$ cat src/rtl/wb_byte_mem_bridge.sv
// Wishbone classic 32-bit slave that serialises each word access into four
// big-endian byte accesses on a byte-wide memory with combinational read.
module wb_byte_mem_bridge #(
    parameter int ADR_W = 14
) (
    input  logic             clk,
    input  logic             rst,
    input  logic [ADR_W-1:0] wb_adr_i,
    input  logic [31:0]      wb_dat_i,
    input  logic [3:0]       wb_sel_i,
    input  logic             wb_we_i,
    input  logic             wb_stb_i,
    input  logic             wb_cyc_i,
    output logic [31:0]      wb_dat_o,
    output logic             wb_ack_o,
    output logic [ADR_W-1:0] mem_adr,
    output logic [7:0]       mem_dat_o,
    input  logic [7:0]       mem_dat_i,
    output logic             mem_we,
    output logic             mem_en
);

    typedef enum logic [1:0] {
        IDLE,
        ACCESS,
        ACK
    } state_t;

    state_t           state;
    state_t           state_next;
    logic [1:0]       idx;
    logic [ADR_W-3:0] base;
    logic [3:0]       sel;
    logic             we;
    logic [31:0]      wdata;
    logic [1:0]       lane;
    logic             accept;

    // Byte at base+idx carries lane 3-idx (big-endian).
    assign lane   = 2'd3 - idx;
    assign accept = (state == IDLE) && wb_cyc_i && wb_stb_i && !wb_ack_o;

    // State register, byte index and request capture.
    always_ff @(posedge clk or posedge rst) begin
        if (rst) begin
            state <= IDLE;
            idx   <= '0;
            base  <= '0;
            sel   <= '0;
            we    <= 1'b0;
            wdata <= '0;
        end else begin
            state <= state_next;
            if (accept) begin
                idx   <= '0;
                base  <= wb_adr_i[ADR_W-1:2];
                sel   <= wb_sel_i;
                we    <= wb_we_i;
                wdata <= wb_dat_i;
            end else if (state == ACCESS) begin
                idx <= idx + 2'd1;
            end
        end
    end

    // Next-state selection; dropping cyc during ACCESS abandons the word.
    always_comb begin
        state_next = state;
        case (state)
            IDLE:    if (accept) state_next = ACCESS;
            ACCESS: begin
                if (!wb_cyc_i)       state_next = IDLE;
                else if (idx == 2'd3) state_next = ACK;
            end
            ACK:     state_next = IDLE;
            default: state_next = IDLE;
        endcase
    end

    // Memory-side strobes, address and write byte, decoded from state.
    always_comb begin
        mem_adr   = '0;
        mem_en    = 1'b0;
        mem_we    = 1'b0;
        mem_dat_o = '0;
        if (state == ACCESS) begin
            mem_adr = {base, idx};
            mem_en  = sel[lane] && wb_cyc_i;
            mem_we  = we && sel[lane] && wb_cyc_i;
            if (mem_we) mem_dat_o = wdata[{lane, 3'b000} +: 8];
        end
    end

    // Registered acknowledge and read-data assembly.
    always_ff @(posedge clk or posedge rst) begin
        if (rst) begin
            wb_ack_o <= 1'b0;
            wb_dat_o <= '0;
        end else begin
            wb_ack_o <= (state == ACCESS) && wb_cyc_i && (idx == 2'd3);
            if (accept) begin
                wb_dat_o <= '0;
            end else if ((state == ACCESS) && mem_en && !we) begin
                wb_dat_o[{lane, 3'b000} +: 8] <= mem_dat_i;
            end
        end
    end

endmodule
$ cat config.mk
export PLATFORM = sky130hd
export DESIGN_NAME = wb_byte_mem_bridge
export DESIGN_NICKNAME = d
export VERILOG_FILES = /design/src/rtl/wb_byte_mem_bridge.sv
export SDC_FILE = /design/constraint.sdc
export NUM_CORES = 1
export LEC_CHECK = 0
export ABC_AREA = 1
export ABC_CLOCK_PERIOD_IN_PS = 3900
export CAP_MARGIN = 20
export CORE_UTILIZATION = 40
export CTS_BUF_LIST = sky130_fd_sc_hd__clkbuf_4
export CTS_CLUSTER_SIZE = 30
export DETAILED_ROUTE_END_ITERATION = 8
export PLACE_DENSITY = 0.75
export SYNTH_ARGS = -nofsm -noshare
export SYNTH_HDL_FRONTEND = slang
export SYNTH_SLANG_ARGS = --single-unit
$ cat constraint.sdc
create_clock -name clk -period 3.9 [get_ports clk]
set_clock_uncertainty 0.05 [all_clocks]
set_input_delay 0.78 -clock clk [delete_from_list [all_inputs] [get_ports clk]]
set_output_delay 0.78 -clock clk [all_outputs]
set_load 0.005 [all_outputs]
==> metrics.md <==
| Metric | Value |
|---|---|
| Outcome | complete, no violations |
| Die span in y | 104.3 um |
| Number of max-cap violations | 0 |
| Util after Layout | 0.5589 |
| Post-CTS sizing | 0 |
| Clock Latency Late Sink | 430 ps |
| Mean post-synth cell area | 7.850 sq um |
| CTS tree | built |
| Routability Congestion | 0.8567 |
| Slew @ Worst Pin | 638.2 ps |
| Final ANT Viol Nets | 0 |
| Synth top area share | 0.5144 |
| Sw Pwr | 1.071 mW |
| CP max-delay cell | dfrtp_1 |
| Top cells by area, synth | dfrtp_1, nand2_1, nand3_1 |
| Largest net degree at the start of global routing | 56 |
| Relative slew slack | 0.5745 |
| Synthesized Nets | 601 |
| Crit Path Category | flop to output pin |
| Synthesized area | 4184 sq um |
| Yosys reg bits | 86 |
| Fmax achieved | 280.6 MHz |
| CTS Buffer Depth | 2 |
| Nets | 706 |
| Register share of total power | 0.439 |
| Area grow syn2layout | 32.98% |
| Sequential fraction of the synthesis area | 0.5144 |
| Slew Viols, Final | 0 |
| CORE AREA | 9955 sq um |
| Initial Utilization | 0.4203 |
| Mapped Cells | 533 |
| Clk sinks | 86 |
| Cell taking the most area after synthesis | dfrtp_1 |
| Critical Path Start | idx[1] |
| Die area | 10870 sq um |
| Vias in the first global route | 3761 |
| Hold/Removal Path Class | flop to flop |
| Fin. Hold Viols | 0 |
| IO buf count | 117 |
| Die X | 104.3 um |
| Power Internal | 1.684 mW |
| Antenna violations before repair | 0 |
| Total negative slack | 0 ps |
| Worst reg2reg path startpoint | idx[1] |
| Root buf cell | clkbuf_4 |
| Tot Pwr | 2.755 mW |
| Final Cycle Share | 0.9139 |
| Setup Fix Bufs, Post-CTS | 0 |
| Final WL | 10610 um |
| CP max stage delay | 580 ps |
| Std cell rows | 36 |
| Hold Path Origin | wdata[2] |
| Post-synthesis cell type count | 26 |
| Power per cell area | 495.1 nW/um^2 |
| Ratio of cells with drive above 1 in the final layout | 0.05599 |
| Top Ports | 120 |
| DR WL/cell | 13.67 um |
| Minimum clock period | 3564 ps |
| CP required | 3070 ps |
| Element type at the critical path start | flop |
| Via/cell ratio | 5.043 |
| Crit-path max FO | 13 |
| Hold buffer count at cts | 0 |
| Worst path arrival time | 2730 ps |
| Clock-pin slew on the worst setup and hold paths | 130 ps |
| Worst-path cell chain | inv_1, nand3_1, nand2_2, nand2_1, inv_1, nand2_2, a21oi_1, clkdlybuf4s50_1 |
| # setup viols final | 0 |
| Crit path capture type | output pin |
| VDD IR max | 232.2 uV |
| Vias | 3913 |
| Residual DRC | 0 |
| First-pass GRT wire length | 17930 um |
| Clock network power share | 0.188 |
| GR Overflow Total | 0 |
| Worst Hold Slack | 442.3 ps |
| Top Family by Delay on Critical Path | buffers and inverters |
| Sw Ratio | 0.3886 |
| Synthesis warning total | 0 |
| Leakage power | 2.686 nW |
| ANT cells | 0 |
| Final WS setup | 335.9 ps |
| Power share of the combinational group | 0.373 |
| Htree depth | 3 |
| WP buf/inv | 3 |
| DRT Pass-1 Iters | 5 |
| RSZ-0062 raised after global routing | false |
| Fill cells | 935 |
| DP Wirelength | 7821 um |
| Pre-CTS setup slack | 549.8 ps |
| CTS buffer count | 9 |
| Gr usage total | 0.2051 |
| First-iteration detailed-routing DRC count | 208 |
metrics by stage:
| step | cell area, sq um | instances |
|---|---|---|
| floorplan | 4184 | 533 |
| global placement | 5419 | 760 |
| detailed placement | 5419 | 760 |
| CTS | 5564 | 776 |
| global route | 5564 | 776 |
| finish | 5564 | 776 |
routing by layer:
metal | wire [um] | vias up | global-route usage
li1 | - | 1920 | -
met3 | 728 | 14 | 0.04762
met2 | 5079 | 170 | 0.3354
met4 | 142 | 0 | 0.05408
met5 | 0 | - | 0
met1 | 4660 | 1809 | 0.2729
worst register-to-register path: cells and delay by family (launching register included):
| kind | cells | cell delay (ps) |
|---|---|---|
| buffers and inverters | 2 | 450 |
| AND/OR/NAND/NOR | 4 | 670 |
| flip-flops | 1 | 660 |
| adder cells (fa/ha/maj) | 1 | 440 |
cells in the final DEF (no fill, tap or decap), drive strengths merged:
cell type and instances:
ha 5, clkdlybuf4s50 117, nand3 78, nand2 160, clkbuf 10, nor3 17
o21ai 35, inv 40, a21oi 9, buf 6, nand4 4, clkinv 3
nor2 60, dfrtp 86, clkinvlp 2, or2 2, nor3b 1, bufinv 1
nor4 7
final timing paths:
| path | slack [ps] | endpoint | depth (start not counted) |
|---|---|---|---|
| setup reg to reg | 1580 | wb_dat_o[4] | 7 |
| hold reg to reg | 440 | wdata[2] | 2 |
| max in group asynchronous | 2470 | wdata[20] | 3 |
| setup / recovery | 340 | mem_dat_o[6] | 8 |
| min in group asynchronous | 580 | wdata[13] | 2 |
| hold / removal | 440 | wdata[2] | 2 |
final cells by class:
type | instances | area (sq um) | share of cell area
Sequential cell | 86 | 2152 | 0.3868
Multi-Input combinational cell | 378 | 1733 | 0.3114
Timing Repair Buffer | 123 | 1216 | 0.2186
Tap cell | 133 | 166.4 | 0.02991
Inverter | 40 | 151.4 | 0.02721
Clock buffer | 10 | 75.07 | 0.01349
Clock inverter | 6 | 70.07 | 0.01259
cell usage after synthesis:
library cell  count
or2_2             1
a21oi_1           9
nor4_1            7
nor2_4            2
buf_2            15
buf_4             3
inv_2             3
nor3_1           17
ha_1              5
nand2_2           2
clkbuf_1          9
dfrtp_1          86
nand2_4           2
buf_6             2
inv_1            36
or2_0             1
nor2_2            1
nand4_1           4
nand2_1         156
nor2_1           57
o21ai_0          35
nor3b_1           1
nand3_4           1
nand3_1          76
nand3_2           1
clkinv_1          1
power groups by stage:
| stage | sequential (mW) | combinational, mW | clock (mW) |
|---|---|---|---|
| 3_3_place_gp | 1.22 | 1.01 | 0 |
| 2_1_floorplan | 1.18 | 0.717 | 0 |
| 4_1_cts | 1.21 | 1.03 | 0.536 |
| 3_5_place_dp | 1.22 | 1.03 | 0 |
| 5_1_grt | 1.23 | 1.16 | 0.574 |
| 6_report | 1.21 | 1.03 | 0.518 |
flip-flops by register name, indices dropped and copies added, names as in the netlist:
signal and cells:
wb_dat_o 32, wdata 32, base 12, sel 4, idx 2, state 2
wb_ack_o 1, we 1
cells by family (layout without fill, tap and decap cells):
logic type / count (synthesis) / in the layout / share of synthesized area
flops: 86 / 86 / 0.5144
fa+ha+maj: 5 / 5 / 0.01495
simple gates: 329 / 329 / 0.3454
buf+inv: 69 / 179 / 0.07266
compound gates: 44 / 44 / 0.05263
No activity file was read; power rests on OpenSTA's default activity.
